==> src/rtl/packet_classifier_pkg.sv <==
// Shared types and constants for the packet classifier and its output skid buffer.
package packet_classifier_pkg;

    localparam int AST_DWIDTH     = 64;
    localparam int AST_EMPTYWIDTH = 3;
    localparam int HDR_MSB        = 63;
    localparam int HDR_LSB        = 48;
    localparam int HDR_WIDTH      = HDR_MSB - HDR_LSB + 1;

    typedef enum logic {
        IDLE,
        IN_PKT
    } cls_state_t;

    typedef struct packed {
        logic [AST_DWIDTH-1:0]     data;
        logic                      sop;
        logic                      eop;
        logic [AST_EMPTYWIDTH-1:0] empty;
        logic                      channel;
    } ast_beat_t;

    // Bits set in mask are compared; cleared mask bits always match.
    function automatic logic hdr_match(input logic [HDR_WIDTH-1:0] hdr,
                                       input logic [HDR_WIDTH-1:0] value,
                                       input logic [HDR_WIDTH-1:0] mask);
        return ((hdr ^ value) & mask) == '0;
    endfunction

endpackage

==> src/rtl/ast_skid_buffer.sv <==
// Two-entry register buffer giving a registered sink ready with one cycle of latency.
import packet_classifier_pkg::*;

module ast_skid_buffer #(
    parameter type T = ast_beat_t
) (
    input  logic clk_i,
    input  logic srst_i,
    input  logic in_valid,
    output logic in_ready,
    input  T     in_beat,
    output logic out_valid,
    input  logic out_ready,
    output T     out_beat
);

    T           mem [2];
    logic       rd_ptr;
    logic       wr_ptr;
    logic [1:0] count;
    logic [1:0] count_n;
    logic       ready_r;
    logic       push;
    logic       pop;

    assign in_ready  = ready_r;
    assign out_valid = (count != 2'd0);
    assign push      = in_valid & ready_r;
    assign pop       = out_valid & out_ready;

    always_comb begin
        count_n = count;
        case ({push, pop})
            2'b10:   count_n = count + 2'd1;
            2'b01:   count_n = count - 2'd1;
            default: count_n = count;
        endcase
    end

    always_comb begin
        out_beat = '0;
        if (out_valid) out_beat = mem[rd_ptr];
    end

    // Ready is derived from the next occupancy so a third beat can never be accepted.
    always_ff @(posedge clk_i) begin
        if (srst_i) begin
            mem[0]  <= '0;
            mem[1]  <= '0;
            rd_ptr  <= 1'b0;
            wr_ptr  <= 1'b0;
            count   <= 2'd0;
            ready_r <= 1'b0;
        end else begin
            if (push) begin
                mem[wr_ptr] <= in_beat;
                wr_ptr      <= ~wr_ptr;
            end
            if (pop) rd_ptr <= ~rd_ptr;
            count   <= count_n;
            ready_r <= (count_n != 2'd2);
        end
    end

endmodule

==> src/rtl/packet_classifier.sv <==
// Header value/mask match plus length and framing checks; tags every beat with a forward/drop channel.
import packet_classifier_pkg::*;

module packet_classifier #(
    parameter int DWIDTH     = 64,
    parameter int EMPTYWIDTH = 3,
    parameter int MAX_BEATS  = 2048,
    parameter int CNTWIDTH   = 16
) (
    input  logic                  clk_i,
    input  logic                  srst_i,
    input  logic [DWIDTH-1:0]     ast_data_i,
    input  logic                  ast_valid_i,
    input  logic                  ast_startofpacket_i,
    input  logic                  ast_endofpacket_i,
    input  logic [EMPTYWIDTH-1:0] ast_empty_i,
    output logic                  ast_ready_o,
    input  logic                  ast_ready_i,
    output logic [DWIDTH-1:0]     ast_data_o,
    output logic                  ast_valid_o,
    output logic                  ast_startofpacket_o,
    output logic                  ast_endofpacket_o,
    output logic [EMPTYWIDTH-1:0] ast_empty_o,
    output logic                  ast_channel_o,
    input  logic [15:0]           match_value_i,
    input  logic [15:0]           match_mask_i,
    output logic [CNTWIDTH-1:0]   pkt_cnt_o,
    output logic [CNTWIDTH-1:0]   drop_cnt_o,
    output logic [CNTWIDTH-1:0]   orphan_cnt_o
);

    localparam int             BCW       = $clog2(MAX_BEATS + 2);
    localparam logic [BCW-1:0] BEAT_MAX  = BCW'(MAX_BEATS);
    localparam logic [BCW-1:0] BEAT_SAT  = BCW'(MAX_BEATS + 1);

    function automatic logic [CNTWIDTH-1:0] sat_inc(input logic [CNTWIDTH-1:0] v);
        return (&v) ? v : v + 1'b1;
    endfunction

    function automatic logic [BCW-1:0] sat_beat(input logic [BCW-1:0] v);
        return (v == BEAT_SAT) ? v : v + 1'b1;
    endfunction

    cls_state_t     state, state_n;
    logic           hdr_ok, hdr_ok_n;
    logic           bad, bad_n;
    logic [BCW-1:0] beat_cnt, beat_cnt_n;
    logic           orphan;
    logic           in_hs;
    logic           out_hs;
    ast_beat_t      beat_in;
    ast_beat_t      beat_out;

    assign in_hs  = ast_valid_i & ast_ready_o;
    assign out_hs = ast_valid_o & ast_ready_i;

    always_comb begin
        state_n       = state;
        hdr_ok_n      = hdr_ok;
        bad_n         = bad;
        beat_cnt_n    = beat_cnt;
        orphan        = 1'b0;
        beat_in       = '0;
        beat_in.data  = ast_data_i;
        beat_in.eop   = ast_endofpacket_i;
        beat_in.empty = ast_endofpacket_i ? ast_empty_i : '0;
        case (state)
            IDLE: begin
                if (ast_startofpacket_i) begin
                    hdr_ok_n    = hdr_match(ast_data_i[HDR_MSB:HDR_LSB], match_value_i, match_mask_i);
                    beat_cnt_n  = BCW'(1);
                    bad_n       = 1'b0;
                    beat_in.sop = 1'b1;
                    if (!ast_endofpacket_i) state_n = IN_PKT;
                end else begin
                    orphan = 1'b1;
                end
            end
            IN_PKT: begin
                // A stray SOP inside a packet is demoted to a data beat and poisons the packet.
                beat_cnt_n = sat_beat(beat_cnt);
                bad_n      = bad | ast_startofpacket_i | (beat_cnt_n > BEAT_MAX);
                if (ast_endofpacket_i) state_n = IDLE;
            end
            default: state_n = IDLE;
        endcase
        beat_in.channel = hdr_ok_n & ~bad_n;
    end

    always_ff @(posedge clk_i) begin
        if (srst_i) begin
            state    <= IDLE;
            hdr_ok   <= 1'b0;
            bad      <= 1'b0;
            beat_cnt <= '0;
        end else if (in_hs) begin
            state    <= state_n;
            hdr_ok   <= hdr_ok_n;
            bad      <= bad_n;
            beat_cnt <= beat_cnt_n;
        end
    end

    ast_skid_buffer #(
        .T (ast_beat_t)
    ) u_skid (
        .clk_i     (clk_i),
        .srst_i    (srst_i),
        .in_valid  (ast_valid_i & ~orphan),
        .in_ready  (ast_ready_o),
        .in_beat   (beat_in),
        .out_valid (ast_valid_o),
        .out_ready (ast_ready_i),
        .out_beat  (beat_out)
    );

    assign ast_data_o          = beat_out.data;
    assign ast_startofpacket_o = beat_out.sop;
    assign ast_endofpacket_o   = beat_out.eop;
    assign ast_empty_o         = beat_out.empty;
    assign ast_channel_o       = beat_out.channel;

    // Statistics follow the output side so they agree with what the resolver sees.
    always_ff @(posedge clk_i) begin
        if (srst_i) begin
            pkt_cnt_o    <= '0;
            drop_cnt_o   <= '0;
            orphan_cnt_o <= '0;
        end else begin
            if (out_hs && beat_out.eop) begin
                pkt_cnt_o <= sat_inc(pkt_cnt_o);
                if (!beat_out.channel) drop_cnt_o <= sat_inc(drop_cnt_o);
            end
            if (in_hs && orphan) orphan_cnt_o <= sat_inc(orphan_cnt_o);
        end
    end

endmodule

==> config.mk <==
export PLATFORM = sky130hd
export DESIGN_NAME = packet_classifier
export DESIGN_NICKNAME = d
export VERILOG_FILES = /design/src/rtl/packet_classifier_pkg.sv /design/src/rtl/ast_skid_buffer.sv /design/src/rtl/packet_classifier.sv
export SDC_FILE = /design/constraint.sdc
export NUM_CORES = 1
export LEC_CHECK = 0
export BUFFER_PORTS_ARGS = -buffer_cell sky130_fd_sc_hd__buf_2
export CAP_MARGIN = 20
export CORE_ASPECT_RATIO = 0.7
export CORE_UTILIZATION = 45
export CTS_BUF_LIST = sky130_fd_sc_hd__clkbuf_4 sky130_fd_sc_hd__clkbuf_8
export DETAILED_ROUTE_END_ITERATION = 10
export GPL_TIMING_DRIVEN = 1
export PLACE_DENSITY_LB_ADDON = 0.1
export SETUP_SLACK_MARGIN = 0.05
export SLEW_MARGIN = 30
export SYNTH_ARGS = -nofsm -noshare
export SYNTH_HDL_FRONTEND = slang
export SYNTH_SLANG_ARGS = --single-unit
==> constraint.sdc <==
create_clock -name clk_i -period 8.9 [get_ports clk_i]
set_input_delay 2.67 -clock clk_i [delete_from_list [all_inputs] [get_ports clk_i]]
set_output_delay 2.67 -clock clk_i [all_outputs]
set_load 0.02 [all_outputs]
==> reports/qor.tcl <==
set qor(count_of_flip_flops_with_a_built_in_enable_after_synthesis) 140
set qor(clock_skew_ns) 0.01682
set qor(clock-root-buffer) {sky130_fd_sc_hd__clkbuf_8}
set qor(syn_nets) 1025
set qor(drc) 0
set qor(timing.reg2reg.worst_path_depth) 6
set qor(globalRoute.totalOverflow) 0
set qor(worst_pin_slew_ns) 0.8776
set qor(maximum_number_of_pins_on_one_net_before_global_route_repair) 71
set qor(top_level_ports) 225
set qor(setup.worst_path.class) {flip-flop to output port}
set qor(netlist_area_pre_place_um2) 10120
set qor(status) {finished, final reports clean}
set qor(syn2layout_area_growth_pct) 19.95
set qor(cts_buffer_depth) 3
set qor(initial_utilization) 0.4631
set qor(fp.coreArea_um2) 21850
set qor(dp.final_hpwl_um) 15460
set qor(place_congestion) 0.8547
set qor(critPathArrivalTime_ns) 2.71
set qor(critical_path.reg2reg.endpoint) {pkt_cnt_o[15]}
set qor(max_clock_freq_mhz) 185.9
set qor(timing.max_cap.violations) 0
set qor(tritoncts) {done}
set qor(post_cts_resized) 0
set qor(total_leakage_power_nw) 4.877
set qor(slew_violations) 0
set qor(dieHeight_um) 127.4
set qor(multi_input_logic_area_um2) 4297
set qor(layout.nets) 1245
set qor(stdcell_count) 1442
set qor(final_common_cell) {sky130_fd_sc_hd__buf_2}
set qor(globalRouteTotalUtil) 0.2026
set qor(ys_async_sr_fraction) 0
set qor(critPathMaxFanout) 45
set qor(final_critical_path_setup_slack_ns) 3.520
set qor(detail-route-antenna-nets) 0
set qor(postCtsHoldBufs) 0
set qor(io_buffer_count) 224
set qor(syn-instance-count) 914
set qor(synth_largest_area_cell) {sky130_fd_sc_hd__edfxtp_1}
set qor(drt-initial-drc-count) 319
set qor(post_drt_via_cell_ratio) 5.209
set qor(std_cell_rows) 45
set qor(clock_latency_of_the_later_clocked_register_in_the_worst_skew_pair_ns) 0.50
set qor(yosys-top-cells-area) {sky130_fd_sc_hd__edfxtp_1 42%, sky130_fd_sc_hd__dfxtp_1 14%, sky130_fd_sc_hd__and2_1 8.4%}
set qor(synth.top_cell.area_share) 0.4156
set qor(grt_first_pass_wirelength_um) 37000
set qor(antenna_fix_cells) 0
set qor(yosys_most_used_dff) {sky130_fd_sc_hd__edfxtp_1}
set qor(finalHoldViolCount) 0
set qor(clkSlewWorstSetupHoldPaths_ns) 0.06
set qor(fraction_of_final_layout_cells_sized_beyond_drive_strength_1) 0.2724
set qor(flops_latches_synth) 209
set qor(clock_sinks) 209
set qor(crit_path_end) {ast_endofpacket_o}
set qor(timing.final.crit_period_ns) 5.380
set qor(wl_um) 23680
set qor(detailroute.via_count) 7511
set qor(worst_ir_drop_on_vdd_mv) 0.09402
set qor(first_global_vias) 7035
set qor(overall_die_area_um2) 23090
set qor(reg2reg_slack_ns) 5.98
set qor(fp.dieW_um) 181.2
set qor(layout_common_cells) {224 x sky130_fd_sc_hd__buf_2, 140 x sky130_fd_sc_hd__edfxtp_1, 136 x sky130_fd_sc_hd__and2_1}
set qor(timing.final.crit_share) 0.6045
set qor(setup.worst_path.end_class) {output port}
set qor(ys_warn_count) 0
set qor(start_kind) {flip-flop}
set qor(cp_data_required_time_ns) 6.23
set qor(setup_repair_after_global_routing_missed_its_margin) {false}
set qor(sequential_cell_area_um2) 5589
set qor(post_cts.repair.setup_buffers) 0
set qor(cellPowerDensity_nw_per_um2) 183.7
set qor(n_fill_cell) 1970
set qor(detail_route.wl_per_cell_um) 16.42
set qor(dr.pass1.iters) 5
set qor(relSlewSlack) 0.4149
set qor(place_worst_setup_slack_ns) 3.733
set qor(hp-class) {flip-flop to flip-flop}
set qor(ys_seq_area_frac) 0.5521
set qor(setup-violations-final) 0
set qor(initial_antenna_violation_count) 0
set qor(setup-tns-final_ns) 0
set qor(postSynthAreaPerCell_um2) 11.07
set qor(place_inst) 1378
set qor(post_synth_num_cell_types) 70
set qor(cts_htree_levels) 2
set qor(cts_buffers) 36
## worst min path at each step
stage                                from         endpoint  slack [ns]  cells past startpoint
final                     orphan_cnt_o[6]  orphan_cnt_o[6]        0.49                      2
after global routing      orphan_cnt_o[6]  orphan_cnt_o[6]        0.53                      2
after CTS                 orphan_cnt_o[6]  orphan_cnt_o[6]        0.49                      2
after detailed placement  orphan_cnt_o[6]  orphan_cnt_o[6]        0.48                      2
after global placement    orphan_cnt_o[6]  orphan_cnt_o[6]        0.47                      2
after floorplan               beat_cnt[5]      beat_cnt[5]        0.47                      2
## kinds of logic after synthesis
kind of cell | count (synthesis) | synth area share
AO/OA/AOI/OAI | 108 | 0.07607
XOR/XNOR | 48 | 0.04156
adder cells (fa/ha/maj) | 6 | 0.007421
buffers and inverters | 62 | 0.02499
flip-flops | 209 | 0.5521
multiplexers | 77 | 0.07780
AND/OR/NAND/NOR | 404 | 0.2200
## sequential cells by signal (all words and copies together), names as in the netlist, named ones only
register,flops
hdr_ok,1
u_skid.mem,140
u_skid.count,2
u_skid.wr_ptr,1
bad,1
beat_cnt,12
u_skid.in_ready,1
drop_cnt_o,16
state,1
u_skid.rd_ptr,1
pkt_cnt_o,16
orphan_cnt_o,16
## critical path, cell delays in order (launching register included)
cell and delay (ns):
sky130_fd_sc_hd__dfxtp_4 0.67, sky130_fd_sc_hd__buf_4 0.72, sky130_fd_sc_hd__mux2i_1 0.49, sky130_fd_sc_hd__nor2_1 0.07, sky130_fd_sc_hd__buf_2 0.20
## power breakdown
| group | switching [mW] | internal, mW |
|---|---|---|
| Clock | 0.382 | 0.446 |
| Sequential | 0.0248 | 1.08 |
| Combinational | 0.193 | 0.108 |
## per-layer routing
layer  GRT usage  vias to the layer above  wire length, um
li1            -                     3714                -
met1      0.2921                     3534            11810
met2      0.3086                      234            10140
met3     0.04361                       29             1388
met4     0.05384                        0              338
met5           0                        -                0
## synthesized netlist by cell type, types with 12 or more instances
cell type	instances
sky130_fd_sc_hd__nor2_1	127
sky130_fd_sc_hd__and3_1	18
sky130_fd_sc_hd__mux2i_1	73
sky130_fd_sc_hd__nand2_1	25
sky130_fd_sc_hd__edfxtp_1	140
sky130_fd_sc_hd__a21oi_1	30
sky130_fd_sc_hd__xor2_1	24
sky130_fd_sc_hd__clkbuf_1	27
sky130_fd_sc_hd__o21ai_0	19
sky130_fd_sc_hd__xnor2_1	24
sky130_fd_sc_hd__nand3_1	19
sky130_fd_sc_hd__a22oi_1	12
sky130_fd_sc_hd__dfxtp_1	69
sky130_fd_sc_hd__and2_1	136
## cell type report
| class | instances | area share |
|---|---|---|
| multi-input combinational | 643 | 0.3541 |
| sequential | 209 | 0.4606 |
| tap | 282 | 0.02908 |
| clock buffer | 44 | 0.04630 |
| timing repair buffer | 231 | 0.09672 |
| inverter | 13 | 0.004021 |
| clock inverter | 20 | 0.009177 |
## through the flow
step | hold WS, ns | instance area [um^2] | power [mW] | util
global placement | 0.4746 | 11460 | 1.423 | 0.5246
CTS | 0.4908 | 12130 | 2.257 | 0.5554
finish | 0.4877 | 12130 | 2.229 | 0.5554
detailed placement | 0.4809 | 11460 | 1.427 | 0.5246
floorplan | 0.4742 | 10120 | 1.315 | -
global route | 0.5282 | 12130 | 2.330 | 0.5554
Power figures use the tool's default switching activity.
